[src/rtl/dcm_seq_pkg.sv]
// Shared definitions for the DCM/DLL reset sequencer: FSM state encoding,
// DCM STATUS bit positions and the saturating retry-counter helper.
package dcm_seq_pkg;

  // Sequencer states. The values are fixed so that debug tools and
  // register dumps can decode the 3-bit state directly.
  typedef enum logic [2:0] {
    DCM_RST   = 3'd0,
    WAIT_LOCK = 3'd1,
    STABLE    = 3'd2,
    RUN       = 3'd3,
    FAULT     = 3'd4
  } state_e;

  // DCM STATUS[2:0] bit positions.
  localparam int unsigned STATUS_PSOVF_BIT      = 0;  // phase-shift overflow, not used
  localparam int unsigned STATUS_CLKIN_STOP_BIT = 1;  // CLKIN stopped
  localparam int unsigned STATUS_CLKFX_STOP_BIT = 2;  // CLKFX stopped

  // Retry counter width and its saturation value.
  localparam int unsigned RETRY_W       = 8;
  localparam logic [7:0]  RETRY_SAT_VAL = 8'd255;

  // Increment the retry count, sticking at the saturation value.
  function automatic logic [7:0] retry_sat_inc(input logic [7:0] val);
    logic [7:0] res;
    if (val == RETRY_SAT_VAL) begin
      res = val;
    end else begin
      res = val + 8'd1;
    end
    return res;
  endfunction

endpackage

[src/rtl/sync_2ff.sv]
// Generic two-flop synchroniser for asynchronous level signals.
// Each bit is synchronised independently; no multi-bit coherency is implied.
module sync_2ff #(
  parameter int unsigned       WIDTH   = 1,
  parameter logic [WIDTH-1:0]  RST_VAL = '0
) (
  input  logic             clk_i,
  input  logic             rst_n_i,
  input  logic [WIDTH-1:0] d_i,
  output logic [WIDTH-1:0] q_o
);

  logic [WIDTH-1:0] meta_q;
  logic [WIDTH-1:0] sync_q;

  // First stage may go metastable; second stage gives it a full cycle to settle.
  always_ff @(posedge clk_i or negedge rst_n_i) begin
    if (!rst_n_i) begin
      meta_q <= RST_VAL;
      sync_q <= RST_VAL;
    end else begin
      meta_q <= d_i;
      sync_q <= meta_q;
    end
  end

  assign q_o = sync_q;

endmodule

[src/rtl/dcm_reset_sequencer.sv]
// DCM/DLL reset sequencer. Runs on the free-running oscillator (same net as
// DCM CLKIN), pulses DCM RST, waits for LOCKED to be stable, then releases the
// SoC reset. Lock loss or a stopped clock triggers an automatic relock, up to
// MAX_RETRIES consecutive failures, after which it parks in FAULT until a
// force_relock_i request or a hard reset.
module dcm_reset_sequencer
  import dcm_seq_pkg::*;
#(
  parameter int unsigned RST_CYCLES    = 8,
  parameter int unsigned LOCK_TIMEOUT  = 65535,
  parameter int unsigned STABLE_CYCLES = 1024,
  parameter int unsigned MAX_RETRIES   = 7,
  parameter int unsigned CNT_W         = 20
) (
  input  logic       clk_i,
  input  logic       rst_n_i,
  input  logic       dcm_locked_i,
  input  logic [2:0] dcm_status_i,
  input  logic       force_relock_i,
  output logic       dcm_rst_o,
  output logic       sys_rst_n_o,
  output logic       locked_o,
  output logic       fault_o,
  output logic [7:0] retry_cnt_o
);

  // Counter reload values, one less than the cycle count because the counter
  // runs down to zero inclusive.
  localparam logic [CNT_W-1:0] RST_LOAD    = CNT_W'(RST_CYCLES - 1);
  localparam logic [CNT_W-1:0] LOCK_LOAD   = CNT_W'(LOCK_TIMEOUT - 1);
  localparam logic [CNT_W-1:0] STABLE_LOAD = CNT_W'(STABLE_CYCLES - 1);
  localparam logic [CNT_W-1:0] CNT_ZERO    = CNT_W'(0);
  localparam logic [CNT_W-1:0] CNT_ONE     = CNT_W'(1);
  localparam logic [7:0]       MAX_RETRY_V = 8'(MAX_RETRIES);

  // Synchronised DCM indications
  logic [2:0] sync_in_s;
  logic [2:0] sync_out_s;
  logic       lk_s;
  logic       ci_stop_s;
  logic       fx_stop_s;
  logic       unused_ps_ovf_s;

  // FSM state
  state_e           state_q, state_d;
  logic [CNT_W-1:0] cnt_q, cnt_d;
  logic [7:0]       retry_q, retry_d;
  logic             fail_s;

  // Output registers
  logic dcm_rst_q, dcm_rst_d;
  logic sys_rst_n_q, sys_rst_n_d;
  logic locked_q, locked_d;
  logic fault_q, fault_d;

  // Phase-shift overflow carries no information for reset sequencing.
  assign unused_ps_ovf_s = dcm_status_i[STATUS_PSOVF_BIT];

  assign sync_in_s = {dcm_status_i[STATUS_CLKFX_STOP_BIT],
                      dcm_status_i[STATUS_CLKIN_STOP_BIT],
                      dcm_locked_i};

  sync_2ff #(
    .WIDTH   (3),
    .RST_VAL (3'b000)
  ) u_sync (
    .clk_i   (clk_i),
    .rst_n_i (rst_n_i),
    .d_i     (sync_in_s),
    .q_o     (sync_out_s)
  );

  assign lk_s      = sync_out_s[0];
  assign ci_stop_s = sync_out_s[1];
  assign fx_stop_s = sync_out_s[2];

  // State, shared down-counter and retry count.
  always_ff @(posedge clk_i or negedge rst_n_i) begin
    if (!rst_n_i) begin
      state_q <= DCM_RST;
      cnt_q   <= RST_LOAD;
      retry_q <= 8'd0;
    end else begin
      state_q <= state_d;
      cnt_q   <= cnt_d;
      retry_q <= retry_d;
    end
  end

  // Next-state logic: per-state progress first, then the overriding events
  // (force relock beats failure, failure beats counter expiry).
  always_comb begin
    state_d = state_q;
    cnt_d   = cnt_q;
    retry_d = retry_q;
    fail_s  = 1'b0;

    case (state_q)
      DCM_RST: begin
        if (cnt_q == CNT_ZERO) begin
          state_d = WAIT_LOCK;
          cnt_d   = LOCK_LOAD;
        end else begin
          cnt_d = cnt_q - CNT_ONE;
        end
      end
      WAIT_LOCK: begin
        if (lk_s) begin
          state_d = STABLE;
          cnt_d   = STABLE_LOAD;
        end else if (cnt_q == CNT_ZERO) begin
          fail_s = 1'b1;
        end else begin
          cnt_d = cnt_q - CNT_ONE;
        end
      end
      STABLE: begin
        if (!lk_s) begin
          fail_s = 1'b1;
        end else if (cnt_q == CNT_ZERO) begin
          state_d = RUN;
        end else begin
          cnt_d = cnt_q - CNT_ONE;
        end
      end
      RUN: begin
        if (!lk_s || ci_stop_s || fx_stop_s) begin
          fail_s = 1'b1;
        end else begin
          state_d = RUN;
        end
      end
      FAULT: begin
        state_d = FAULT;
      end
      default: begin
        state_d = DCM_RST;
        cnt_d   = RST_LOAD;
      end
    endcase

    if (force_relock_i && (state_q != DCM_RST)) begin
      // Operator request: restart without charging a failure. Only leaving
      // FAULT wipes the retry history.
      state_d = DCM_RST;
      cnt_d   = RST_LOAD;
      if (state_q == FAULT) begin
        retry_d = 8'd0;
      end else begin
        retry_d = retry_q;
      end
    end else if (fail_s) begin
      retry_d = retry_sat_inc(retry_q);
      if (retry_d > MAX_RETRY_V) begin
        state_d = FAULT;
      end else begin
        state_d = DCM_RST;
        cnt_d   = RST_LOAD;
      end
    end else if ((state_d == RUN) && (state_q != RUN)) begin
      // A successful lock forgives all earlier failed attempts.
      retry_d = 8'd0;
    end else begin
      retry_d = retry_q;
    end
  end

  // Output decode from the next state so the registered outputs change on
  // the same edge as the state itself.
  always_comb begin
    dcm_rst_d   = 1'b1;
    sys_rst_n_d = 1'b0;
    locked_d    = 1'b0;
    fault_d     = 1'b0;
    case (state_d)
      DCM_RST: begin
        dcm_rst_d = 1'b1;
      end
      WAIT_LOCK: begin
        dcm_rst_d = 1'b0;
      end
      STABLE: begin
        dcm_rst_d = 1'b0;
      end
      RUN: begin
        dcm_rst_d   = 1'b0;
        sys_rst_n_d = 1'b1;
        locked_d    = 1'b1;
      end
      FAULT: begin
        dcm_rst_d = 1'b1;
        fault_d   = 1'b1;
      end
      default: begin
        dcm_rst_d   = 1'b1;
        sys_rst_n_d = 1'b0;
      end
    endcase
  end

  // Output flops: glitch-free outputs with no combinational input-to-output path.
  always_ff @(posedge clk_i or negedge rst_n_i) begin
    if (!rst_n_i) begin
      dcm_rst_q   <= 1'b1;
      sys_rst_n_q <= 1'b0;
      locked_q    <= 1'b0;
      fault_q     <= 1'b0;
    end else begin
      dcm_rst_q   <= dcm_rst_d;
      sys_rst_n_q <= sys_rst_n_d;
      locked_q    <= locked_d;
      fault_q     <= fault_d;
    end
  end

  assign dcm_rst_o   = dcm_rst_q;
  assign sys_rst_n_o = sys_rst_n_q;
  assign locked_o    = locked_q;
  assign fault_o     = fault_q;
  assign retry_cnt_o = retry_q;

endmodule

[config.mk]
export PLATFORM = sky130hd
export DESIGN_NAME = dcm_reset_sequencer
export DESIGN_NICKNAME = d
export VERILOG_FILES = /design/src/rtl/dcm_seq_pkg.sv /design/src/rtl/sync_2ff.sv /design/src/rtl/dcm_reset_sequencer.sv
export SDC_FILE = /design/constraint.sdc
export NUM_CORES = 1
export LEC_CHECK = 0
export ABC_CLOCK_PERIOD_IN_PS = 3800
export BUFFER_PORTS_ARGS = -buffer_cell sky130_fd_sc_hd__buf_2
export CAP_MARGIN = 5
export CORE_UTILIZATION = 49
export CTS_CLUSTER_SIZE = 14
export DETAILED_ROUTE_END_ITERATION = 10
export HOLD_SLACK_MARGIN = 0.12
export PLACE_DENSITY = 0.67
export SKIP_LAST_GASP = 1
export SYNTH_ARGS = -nofsm -noshare
export SYNTH_HDL_FRONTEND = slang
export SYNTH_SLANG_ARGS = --single-unit
[constraint.sdc]
create_clock -name clk_i -period 3.8 [get_ports clk_i]
set_clock_uncertainty 0.05 [all_clocks]
set_input_delay 0.19 -clock clk_i [delete_from_list [all_inputs] [get_ports clk_i]]
set_output_delay 0.19 -clock clk_i [all_outputs]
set_load 0.03 [all_outputs]
Word level (Yosys, flattened, before mapping)
Cells that the tools add are included.
{ "op_classes": {"addsub": 2, "order_cmp": 1, "eq_ne": 12, "n_mux": 32, "n_reduce_logical": 12} }
{ "op_table": {"columns": ["op", "n"], "rows": [
  ["two-way mux 20 bit", 7],
  ["case mux 20 bit (4 select lines)", 1],
  ["two-way mux 8 bit", 7],
  ["two-way mux 3 bit", 8],
  ["logical NOT 20 bit", 1],
  ["subtractor 20 x 1 -> 20 bit (second input constant)", 1],
  ["== test 3 x 2 -> 1 bit (second input constant)", 5],
  ["case mux 3 bit (5 select lines)", 1],
  ["adder 8 x 1 -> 8 bit (second input constant)", 1],
  ["== test 8 bit (second input constant)", 1],
  ["> comparator 8 x 3 -> 1 bit (second input constant)", 1],
  ["two-way mux 1 bit", 7],
  ["== test 3 x 1 -> 1 bit (second input constant)", 2],
  ["== test 3 bit (second input constant)", 2],
  ["nonzero test 3 bit", 2],
  ["logical NOT 3 bit", 1],
  ["!= test 3 x 2 -> 1 bit (second input constant)", 1],
  ["case mux 1 bit (3 select lines)", 1],
  ["OR reduction 3 bit", 1],
  ["logical AND 1 bit", 2],
  ["logical OR 1 bit", 2],
  ["!= test 2 x 1 -> 1 bit (second input constant)", 1],
  ["AND reduction 2 bit", 1],
  ["OR reduction 2 bit", 1],
  ["logical NOT 1 bit", 1]
]} }
{ "word_totals": {"regBits": 40, "word_cells": 67} }

Logic depth before layout (Yosys ltp)
Gate-level depths: netlist of run 1.
{ "depth": {"ltp_word": 14, "mapped_depth": 11} }

By module
From an unflattened synthesis of run 1, not the netlist that was laid out.
{ "hier_totals": {"cells_unflattened": 278, "hier_area_um2": 2476.1} }
{ "by_module_without_submodules": {"columns": ["mod", "instances", "cells_per_inst", "area_per_inst_um2", "seq_area_each_um2"], "rows": [
  ["dcm_reset_sequencer", 1, 272, 2326.0, 855.8],
  ["sync_2ff", 1, 6, 150.1, 150.1]
]} }

Worst setup path before layout of run 1
Ideal clock, no wire load.
{ "synth_path": {"path_kind": "register -> register", "start": "register cnt_q[0]", "end": "register cnt_q[3]", "arrival_ns": 2.458, "slack_ns": 1.159, "stages_incl_launch_ff": 10, "n_path_buf": 2, "synth_period_minus_slack_ns": 2.641, "cell_sequence": "dfstp_2 inv_1 ha_1 or4b_1 or4_4 o31ai_4 a21o_2 buf_4 buf_6 a31oi_1"} }
{ "synth_via": {"elab_chain_cells": 7, "word_cells_on_any_way": 13, "cone_classes": "add/sub (1); mux (11); reduce/logical (1)"} }
{ "synth_lines": {"columns": ["item", "line_no", "text"], "rows": [
  ["start: declaration", "dcm_reset_sequencer.sv:46", "logic [CNT_W-1:0] cnt_q, cnt_d;"],
  ["start signal: assignment", "dcm_reset_sequencer.sv:85", "cnt_q <= cnt_d;"],
  ["subtractor 20 x 1 -> 20 bit / logical NOT 20 bit (equally long branches)", null, null],
  ["two-way mux 20 bit", "dcm_reset_sequencer.sv:111, dcm_reset_sequencer.sv:120", null],
  ["two-way mux 20 bit, on equally long branches", "dcm_reset_sequencer.sv:118, dcm_reset_sequencer.sv:108", null],
  ["case mux 20 bit (4 select lines)", "dcm_reset_sequencer.sv:98", "case (state_q)"],
  ["two-way mux 20 bit", "dcm_reset_sequencer.sv:154", "if (retry_d > MAX_RETRY_V) begin"],
  ["two-way mux 20 bit *", "dcm_reset_sequencer.sv:152", "end else if (fail_s) begin"],
  ["two-way mux 20 bit *", "dcm_reset_sequencer.sv:142", "if (force_relock_i && (state_q != DCM_RST)) begin"],
  ["named net cnt_d[3]", "dcm_reset_sequencer.sv:46", null]
]} }
The timed path passes the listed nets; every way through them passes the cells marked *.
A chain may end at the register's enable or synchronous reset.

Worst setup path after layout of run 1
{ "layout_path": {"start": "register cnt_q[6]", "end": "register cnt_q[0]"} }
{ "layout_via": {"elab_chain_cells": 7, "word_cells_on_any_way": 12, "cone_classes": "mux (11); reduce/logical (1)"} }
{ "layout_lines": {"columns": ["item", "line_no"], "rows": [
  ["logical NOT 20 bit *", "dcm_reset_sequencer.sv:100, dcm_reset_sequencer.sv:111, dcm_reset_sequencer.sv:120"],
  ["two-way mux 20 bit", "dcm_reset_sequencer.sv:111, dcm_reset_sequencer.sv:120"],
  ["two-way mux 20 bit, on equally long branches", "dcm_reset_sequencer.sv:118, dcm_reset_sequencer.sv:108"],
  ["case mux 20 bit (4 select lines)", "dcm_reset_sequencer.sv:98"],
  ["two-way mux 20 bit", "dcm_reset_sequencer.sv:154"],
  ["two-way mux 20 bit *", "dcm_reset_sequencer.sv:152"],
  ["two-way mux 20 bit *", "dcm_reset_sequencer.sv:142"],
  ["named net cnt_d[0]", "dcm_reset_sequencer.sv:46"]
]} }
Marked as above.

==> results.md, run 1 <==
- Run status: finished, final reports clean
- Syn Inst Count: approximately 280
- Final period utilization: between 80% and 90%
- RSZ-0062 raised after global routing: no
- Total power: slightly above 2 mW
- Iter 0 DRT Violations: approximately 310
- Height of the chip: approximately 73 um
- Global-route usage over all layers: between 20% and 30%
- Setup TNS Final: 0 ps
- Critical Path RT: slightly below 4000 ps
- CTS tree: built
- Worst slew pin tran: ~980 ps
- Cell Area, Synth: around 0.0025 sq mm
- Yosys Warn Count: 0
- Fmax achieved: 327.1 MHz
- Root buf cell: clkbuf_8
- Drt pass-1 iters: 4
- Max-cap check violation count: 0
- Clock Sinks: 40
- Diodes inserted: 0
- Crit. End Element: register
- Final net count: 298
- Final wirelength: a little under 6000 um
- Worst hold path type: reg -> reg
- Gr ovfl total: 0
- # rows: 25
- Syn nets: between 200 and 300
- Vias in the first global route: 1,963
- Drt via density: around 6
- PD cells: 759.5 mW/mm^2
- I/O Pins: 19
- Initial antenna violation count: 0
- Share of post-route cells with drive strength above 1: between 10% and 20%
- Final hold violations: 0
- Post-DRT Antenna Nets: 0
- Peak fanout along the critical path: 8
- Die X-Extent: 73.27 um
- CP Data Arrival Time: between 3000 and 4000 ps
- Async SR Flop Fraction: between 90% and 100%
- Lkg Pwr: 1.160 nW
- Post-DR wirelength/cell: 16.65 um
- Synthesis-to-finish area growth: 9.351%
- Max VDD drop: 0.3963 mV
- Global-route wire length before repair: slightly below 10,000 um
- Mapped Avg Cell Area: roughly 9.0 sq um
- Yosys cell types: 63
- Synth Flop Type: dfrtp_1
- Final min period: approximately 3100 ps
- Initial core utilization: ~52%
- Largest net degree at the start of global routing: a little over 40
- Sequential share of the synthesized area: between 40% and 50%
- Number of H-tree levels: 2
- Number of synthesized flops with an enable pin: 0
- Detailed Place HPWL: 4000 um
- Fin. max-slew vios: 0
- Worst-skew pair later-pin latency: 300 ps
- RD Place Congestion: around 0.87
- Critical Path Start Type: register
- Finish-stage setup viols: 0
- Drt drc: 0
- Die area: around 0.0054 sq mm
- #FFs+latches synth: 40
- Most frequent cells in the layout: dfrtp_1 (36), o21ai_0 (22), nor2_1 (21), a21oi_1 (21), nand2_1 (20)
- Core ar.: about 0.0048 sq mm
- Via count: 2,158
- Crit Path Class: reg -> reg
- Relative slew slack: between 30% and 40%
- Clock transition at path regs: roughly 80 ps
- Buffer depth of the longest clock path: 2
- Most common cell after layout, fill and taps aside: dfrtp_1
- TritonCTS Buffers: 5
- Port bufs: 17
[sequential cells by signal, indices dropped and copies added (netlist names)]
| signal | flops |
|---|---|
| cnt_q | 20 |
| u_sync.meta_q | 3 |
| retry_cnt_o | 8 |
| dcm_rst_o | 1 |
| u_sync.q_o | 3 |
| locked_o | 1 |
| state_q | 3 |
| fault_o | 1 |
[routing by layer]
layer | GRT usage (%) | vias up | routed length (um)
li1 | - | 1075 | -
met1 | 35.08 | 1017 | 2873
met2 | 36.11 | 59 | 2628
met3 | 4.664 | 7 | 326
met4 | 8.932 | 0 | 101
met5 | 0 | - | 0
[stage by stage]
| step | area (sq um) | utilization, % | setup slack [ps] | hold WS (ps) | instances |
|---|---|---|---|---|---|
| 6_report | 2721 | 56.49 | 742.5 | 304.5 | 356 |
| 5_1_grt | 2721 | 56.49 | 563.4 | 310.9 | 356 |
| 4_1_cts | 2721 | 56.49 | 750.5 | 307.2 | 356 |
| 3_5_place_dp | 2560 | 53.14 | 771.4 | 249.3 | 343 |
| 3_3_place_gp | 2560 | 53.14 | 851.0 | 248.6 | 343 |
| 2_1_floorplan | 2489 | - | 1159 | -155.6 | 275 |
[final cells by class]
| cell class | count | area (sq um) |
|---|---|---|
| Clock inverter | 3 | 42.54 |
| Clock buffer | 5 | 68.82 |
| Inverter | 6 | 22.52 |
| Tap cell | 67 | 83.83 |
| Fill cell | 459 | 2096 |
| Multi-Input combinational cell | 212 | 1355 |
| Timing Repair Buffer | 23 | 142.6 |
| Sequential cell | 40 | 1006 |
[cell usage after synthesis, types with 2 or more instances]
cell	count	share of area (%)
or4_1	3	0.90
and3_1	4	1.0
clkbuf_1	9	1.4
a31oi_1	12	3.0
a41oi_1	3	1.1
o22ai_1	2	0.50
o31ai_1	2	0.60
or4b_2	2	0.80
or4_4	3	1.4
nand3b_1	4	1.2
o21ai_0	22	4.4
nand2_1	20	3.0
a21o_2	3	1.1
or3_1	4	1.0
and3b_1	2	0.70
nor2_1	21	3.2
a2bb2oi_1	2	0.70
ha_1	3	1.5
a22oi_1	3	0.90
a21o_1	3	0.90
dfstp_2	4	4.2
inv_1	6	0.90
buf_4	2	0.60
dfrtp_1	36	36
or2_2	4	1.0
a21oi_1	21	4.2
nor3b_1	3	0.90
nor4_1	7	1.8
a31o_2	2	0.70
or2b_2	2	0.70
nand3_1	5	1.0
nor2b_1	2	0.50
a211oi_1	3	0.90
nand2b_1	3	0.75
buf_6	3	1.4
a22o_1	3	1.1
nand4_1	4	1.0
nor3_1	10	2.0
a311oi_1	4	1.4
[critical path, cell delays in order (launching register included)]
cell     delay [ps]
dfrtp_1         450
or4_1           760
nor4_1          510
nand2_1         210
ha_1            350
o22ai_1          80
mux2i_1         150
o22ai_1         100
or3_1           330
[what timing repair did]
item | in CTS | in global routing
hold buffers | 5 | 0
hold endpoints to repair | 41 | 0
setup buffers | 0 | 0
resized for setup | 0 | 0
[worst paths after layout]
kind	startpoint	end	slack, ps	cells after the start
max	cnt_q[6]	cnt_q[0]	740	8
min	u_sync.meta_q[1]	u_sync.q_o[1]	300	0
max reg2reg	cnt_q[6]	cnt_q[0]	740	8
min reg2reg	u_sync.meta_q[1]	u_sync.q_o[1]	300	0
max in group asynchronous	rst_n_i	retry_cnt_o[0]	2650	2
min in group asynchronous	rst_n_i	u_sync.q_o[1]	490	2
[report_power, final]
part	switching, mW	leakage (nW)	internal (mW)	total, mW
logic	0.587	0.586	0.393	0.980
registers	0.173	0.519	0.560	0.733
clock network	0.159	0.0541	0.194	0.354
[cell families after synthesis]
family                   Yosys count  share of synthesized area [%]
AO/OA/AOI/OAI                     93                          25.04
AND/OR/NAND/NOR                  112                          26.29
adder cells (fa/ha/maj)            4                          1.911
XOR/XNOR                           1                         0.3520
multiplexers                       2                         0.8547
buffers and inverters             23                          5.127
flip-flops                        40                          40.42
(Power assumes the default switching activity.)
==> run 2: changes to the inputs <==
Settings changed: ABC_AREA set to 1, ABC_CLOCK_PERIOD_IN_PS 3800 to 2950.
Clock period 3.8 ns to 2.95 ns, I/O delays scaled along.
==> results.md, run 2 <==
- Post-synth top cells: nand2_1 (138), nor2_1 (51), inv_1 (42)
- Initial core utilization: 51.83% (+0.17 points)
- Height of the chip: 79.02 um (+7.8%)
- Fill count: 575 (+25%)
- Relative slew slack: 40.56% (+6.6 points)
- CP Data Arrival Time: 2480 ps (-760 ps)
- Global-route wire length before repair: 11,870 um (+20%)
- Syn Inst Count: 422 (+53%)
- Core ar.: 0.005608 sq mm (+16%)
- Crit. End Element: register
- Largest register by flop count: cnt_q
- Crit path largest cell delay: 390 ps (-370 ps)
- Run status: finished, final reports clean
- Global-route usage over all layers: 24.46% (+0.14 points)
- CP delay by family, top: simple AND/OR/NAND/NOR gates
- Mapped Avg Cell Area: 6.888 sq um (-24%)
- Most used cell, CP: ha_1
- RSZ-0062 raised after global routing: no
- Placed inst area: 0.003032 sq mm (+18%)
- Number of gates resized after CTS: 0 (unchanged)
- Worst reg2reg path startpoint: cnt_q[0]
- Root buf cell: clkbuf_8
- Final wirelength: 6770 um (+14%)
- Top cell type's share of synthesized area: 30.99% (-5.2 points)
- # rows: 27 (+8.0%)
- Async SR Flop Fraction: 100.0% (unchanged)
- Via count: 2,728 (+26%)
- Buf/Inv on CP: 1 (+1)
- Dominant cell type by area after synthesis: dfrtp_1
- Dpl ws: 711.0 ps (-60.42 ps)
- Final period utilization: 77.74% (-2.7 points)
- Drt pass-1 iters: 4 (unchanged)
- Peak fanout along the critical path: 26 (+18)
- Post-DRT Antenna Nets: 0 (unchanged)
- Drt via density: 5.246 (-13%)
- Yosys cell types: 36 (-43%)
- Drt drc: 0 (unchanged)
- Core Util, Final: 57.01% (+0.51 points)
- Sequential share of the synthesized area: 34.61% (-5.8 points)
- Final net count: 457 (+53%)
- Vias in the first global route: 2,661 (+36%)
- RD Place Congestion: 0.9130 (+4.8%)
- # hold bufs at CTS: 5 (unchanged)
- Diodes inserted: 0 (unchanged)
- Max-cap check violation count: 0 (unchanged)
- Most frequent cell after synthesis: nand2_1
- Die area: 0.006243 sq mm (+16%)
- Final Cell Area: 0.003197 sq mm (+17%)
- Synth Flop Type: dfrtp_1
- CTS tree: built
- Die X-Extent: 79.02 um (+7.8%)
- Yosys Warn Count: 0 (unchanged)
- Gr ovfl total: 0 (unchanged)
- Synthesis-to-finish area growth: 9.987%
- Cell Area, Synth: 0.002907 sq mm (+17%)
- Syn nets: 432 (+52%)
- Final min period: 2293 ps (-764.2 ps)
- Hold WS: 302.1 ps (-2.334 ps)
- Total power: 2.730 mW (+32%)
- Min-delay src: u_sync.meta_q[2]
- Worst slew pin tran: 891.5 ps (-89.93 ps)
- Slowest CP cell: dfstp_2
- Fmax achieved: 436.0 MHz (+33%)
- Initial antenna violation count: 0 (unchanged)
- Max VDD drop: 0.4633 mV (+17%)
- Setup TNS Final: 0 ps (unchanged)
- Non-Filler Instances: 520 (+46%)
- Critical Path Start Type: register
- Most common cell after layout, fill and taps aside: nand2_1
- Worst path cell trace: inv_1, ha_1, nand2_2, nor2_8, nand3_4, ha_1, a21oi_1, nor3b_1, nand2_1
- TritonCTS Buffers: 5 (unchanged)
- Number of synthesized flops with an enable pin: 0 (unchanged)
- Max reg flops: 20 (unchanged)
- Worst Setup SP: cnt_q[0]
- Post-DR wirelength/cell: 13.02 um (-22%)
- Placed Cells: 507 (+48%)
- Worst hold path type: reg -> reg
- Fin. max-slew vios: 0 (unchanged)
- Crit Path Class: reg -> reg
- Final hold violations: 0 (unchanged)
- Share of post-route cells with drive strength above 1: 17.63% (-1.4 points)
- Buffer depth of the longest clock path: 2 (unchanged)
- PD cells: 853.9 mW/mm^2 (+12%)
- Largest net degree at the start of global routing: 41 (unchanged)
- I/O Pins: 19 (unchanged)
- Clock transition at path regs: 100 ps (+20 ps)
- Top area cells in the synthesized netlist: dfrtp_1 (31%), nand2_1 (18%), nand3_1 (7.1%)
- Port bufs: 17 (unchanged)
- Number of H-tree levels: 2 (unchanged)
- Lkg Pwr: 1.682 nW (+45%)
- Worst-skew pair later-pin latency: 310 ps (about the same)
- PnR worst setup slack: 656.7 ps (-85.80 ps)
- Iter 0 DRT Violations: 146 (-53%)
- Finish-stage setup viols: 0 (unchanged)
- #FFs+latches synth: 40 (unchanged)
- Critical Path RT: 3140 ps (-840 ps)
- Total area of sequential cells: 0.001006 sq mm (unchanged)
- Detailed Place HPWL: 4962 um (+24%)
- Most frequent cells in the layout: nand2_1 (138), nor2_1 (51), inv_1 (42), nand3_1 (41), dfrtp_1 (36)
- Clock Sinks: 40 (unchanged)
- Multi-input gate area: 0.001663 sq mm (+23%)
- Post-CTS setup buffer count: 0 (unchanged)
-- run 2: area by class of cell --
type	instances	area share, %
inverters	50	5.871
flip-flops and latches	40	31.47
clock buffers	5	2.153
multi-input cells	328	52.02
well taps	72	2.818
clock inverters	3	1.448
repair buffers	22	4.227
-- run 2: final timing paths --
check,to,slack (ps),cells past startpoint
worst min register to register,u_sync.q_o[2],300,0
worst max register to register,cnt_q[0],660,9
min in group asynchronous,cnt_q[11],430,2
max in group asynchronous,u_sync.q_o[0],1840,2
worst min-delay path,u_sync.q_o[2],300,0
worst max-delay path,cnt_q[0],660,9
-- run 2: cells by family after synthesis --
group | after synthesis | synth area share [%]
AOI/OAI and AO/OA | 35 | 6.845
buffers and inverters | 54 | 8.179
adders and majority gates | 3 | 1.292
and+or+nand+nor | 284 | 47.27
xor gates and xnor gates | 6 | 1.808
DFF | 40 | 34.61
-- run 2: power breakdown --
| part | internal, mW | switching (mW) |
|---|---|---|
| clock | 0.255 | 0.217 |
| combinational | 0.468 | 0.967 |
| sequential | 0.692 | 0.131 |
| total | 1.41 | 1.32 |
-- run 2: metal layers --
layer	track usage [%]	share of wire, %	vias up
met5	0	0	-
met4	11.64	2.8	0
li1	-	-	1384
met1	29.33	44	1265
met3	3.218	4.1	17
met2	43.02	49	62
==> run 3: changes to the inputs <==
Settings changed: ABC_AREA 1 to 0, ABC_CLOCK_PERIOD_IN_PS 2950 to 2300.
Clock period 2.95 ns to 2.3 ns, I/O delays scaled along.
==> results.md, run 3 (same netlist as run 1, synthesis figures left out) <==
- TritonCTS Buffers: 5 (unchanged)
- Fmax achieved: 408.7 MHz (-6.3%)
- Port bufs: 17 (unchanged)
- Initial core utilization: 51.66% (-0.17 points)
- Gr ovfl total: 0 (unchanged)
- Most common cell after layout, fill and taps aside: buf_4
- Drt drc: 0 (unchanged)
- Max-cap check violation count: 0 (unchanged)
- Non-Filler Instances: 410 (-21%)
- Peak fanout along the critical path: 5 (-81%)
- Critical Path RT: 2420 ps (-720 ps)
- Drt via density: 6.144 (+17%)
- Relative slew slack: 40.45% (-0.11 points)
- Core Util, Final: 69.61% (+13 points)
- Lkg Pwr: 1.480 nW (-12%)
- Diodes inserted: 0 (unchanged)
- Final hold violations: 0 (unchanged)
- Final min period: 2447 ps (+153.5 ps)
- Global-route wire length before repair: 11,050 um (-6.9%)
- Synthesis-to-finish area growth: 34.74%
- Met1 global-route usage: 38.22% (+8.9 points)
- CP Data Arrival Time: 2570 ps (+90 ps)
- CTS tree: built
- Detailed Place HPWL: 4675 um (-5.8%)
- Height of the chip: 73.27 um (-7.3%)
- Initial antenna violation count: 0 (unchanged)
- Setup TNS Final: -2791 ps (-2791 ps)
- GR Layer Usage met2: 41.87% (-1.1 points)
- PnR worst setup slack: -146.9 ps (-803.5 ps)
- GRT met3 Usage: 6.173% (+3.0 points)
- Placed Cells: 391 (-23%)
- Root buf cell: clkbuf_8
- Global-route usage over all layers: 27.29% (+2.8 points)
- I/O Pins: 19 (unchanged)
- Post-DR wirelength/cell: 17.56 um (+35%)
- Clock transition at path regs: 80 ps (-20 ps)
- Final period utilization: 106.4% (+29 points)
- Most frequent cells in the layout: buf_4 (49), dfrtp_1 (36), o21ai_0 (20), nor2_1 (19)
- Clock Sinks: 40 (unchanged)
- Worst hold path type: reg -> reg
- Post-DRT Antenna Nets: 0 (unchanged)
- Via count: 2,519 (-7.7%)
- Worst r2r path cells: 6 (-3)
- Final wirelength: 7198 um (+6.3%)
- Drt pass-1 iters: 4 (unchanged)
- Failing checks: setup timing
- Largest register by flop count: cnt_q
- Hold Path Depth: 0 (unchanged)
- RSZ-0062 raised after global routing: yes
- Core ar.: 0.004817 sq mm (-14%)
- # rows: 25 (-7.4%)
- Critical Path Start Type: register
- Number of H-tree levels: 2 (unchanged)
- Run status: finished with violations
- PD cells: 1322 mW/mm^2 (+55%)
- Largest net degree at the start of global routing: 41 (unchanged)
- Max VDD drop: 0.8417 mV (+82%)
- Total power: 4.434 mW (+62%)
- Crit Path Class: reg -> reg
- Crit. End Element: register
- Share of post-route cells with drive strength above 1: 40.23% (+23 points)
- Die area: 0.005368 sq mm (-14%)
- Worst-skew pair later-pin latency: 300 ps (about the same)
- Worst slew pin tran: 893.2 ps (+1.703 ps)
- Busiest grt layer: met2
- Fin. max-slew vios: 0 (unchanged)
- Buffer depth of the longest clock path: 2 (unchanged)
- RD Place Congestion: 0.9292 (+1.8%)
- Final net count: 352 (-23%)
- Finish-stage setup viols: 28 (+28)
- Vias in the first global route: 2,253 (-15%)
- Max reg flops: 20 (unchanged)
- Iter 0 DRT Violations: 207 (+42%)
- Die X-Extent: 73.27 um (-7.3%)
-- run 3: final timing paths --
check	startpoint	to	slack (ps)
setup / recovery	cnt_q[10]	cnt_q[17]	-150
hold / removal	u_sync.meta_q[0]	u_sync.q_o[0]	300
setup reg to reg	cnt_q[10]	cnt_q[17]	-150
hold reg to reg	u_sync.meta_q[0]	u_sync.q_o[0]	300
max in group asynchronous	rst_n_i	cnt_q[18]	1210
min in group asynchronous	rst_n_i	retry_cnt_o[5]	440
-- run 3: power by group --
group / switching (mW) / total (mW) / internal [mW]
Clock: 0.251 / 0.491 / 0.239
Sequential: 0.133 / 1.06 / 0.924
Combinational: 1.53 / 2.89 / 1.35
-- run 3: final cells by class --
class | count | area (sq um)
Timing Repair Buffer | 76 | 595.6
Sequential cell | 40 | 1006
Fill cell | 383 | 1464
Tap cell | 67 | 83.83
Inverter | 6 | 22.52
Clock inverter | 2 | 10.01
Multi-Input combinational cell | 213 | 1553
Clock buffer | 6 | 82.58
-- run 3: worst max-delay path, cell delays in order (launching register included) --
cell and delay, ps:
dfrtp_1 390, or4_4 580, or4_4 610, o31ai_4 240, a21o_4 230, clkbuf_16 170
a311oi_2 50
-- run 3: metrics by stage --
stage | instance area, sq um | hold WS [ps] | setup slack [ps]
2_1_floorplan | 2527 | -230.6 | -193.4
3_3_place_gp | 2965 | 173.1 | -81.66
3_5_place_dp | 2965 | 174.8 | -153.1
4_1_cts | 3148 | 303.6 | -92.55
5_1_grt | 3353 | 311.1 | -246.5
6_report | 3353 | 301.0 | -146.9
-- run 3: what timing repair did --
action / CTS / global route
hold endpoints to repair: 41 / 0
buffers inserted: 1 / 1
setup endpoints to repair: 30 / 33
resized for setup: 9 / 23
pin swaps: 5 / 8
gates cloned: 0 / 4
hold buffers: 5 / 0
-- run 3: routing by layer --
layer  wire length (um)  vias to the layer above
met3                538                       25
met4                206                        0
met2               3283                      110
met1               3170                     1197
li1                   -                     1187
met5                  0                        -
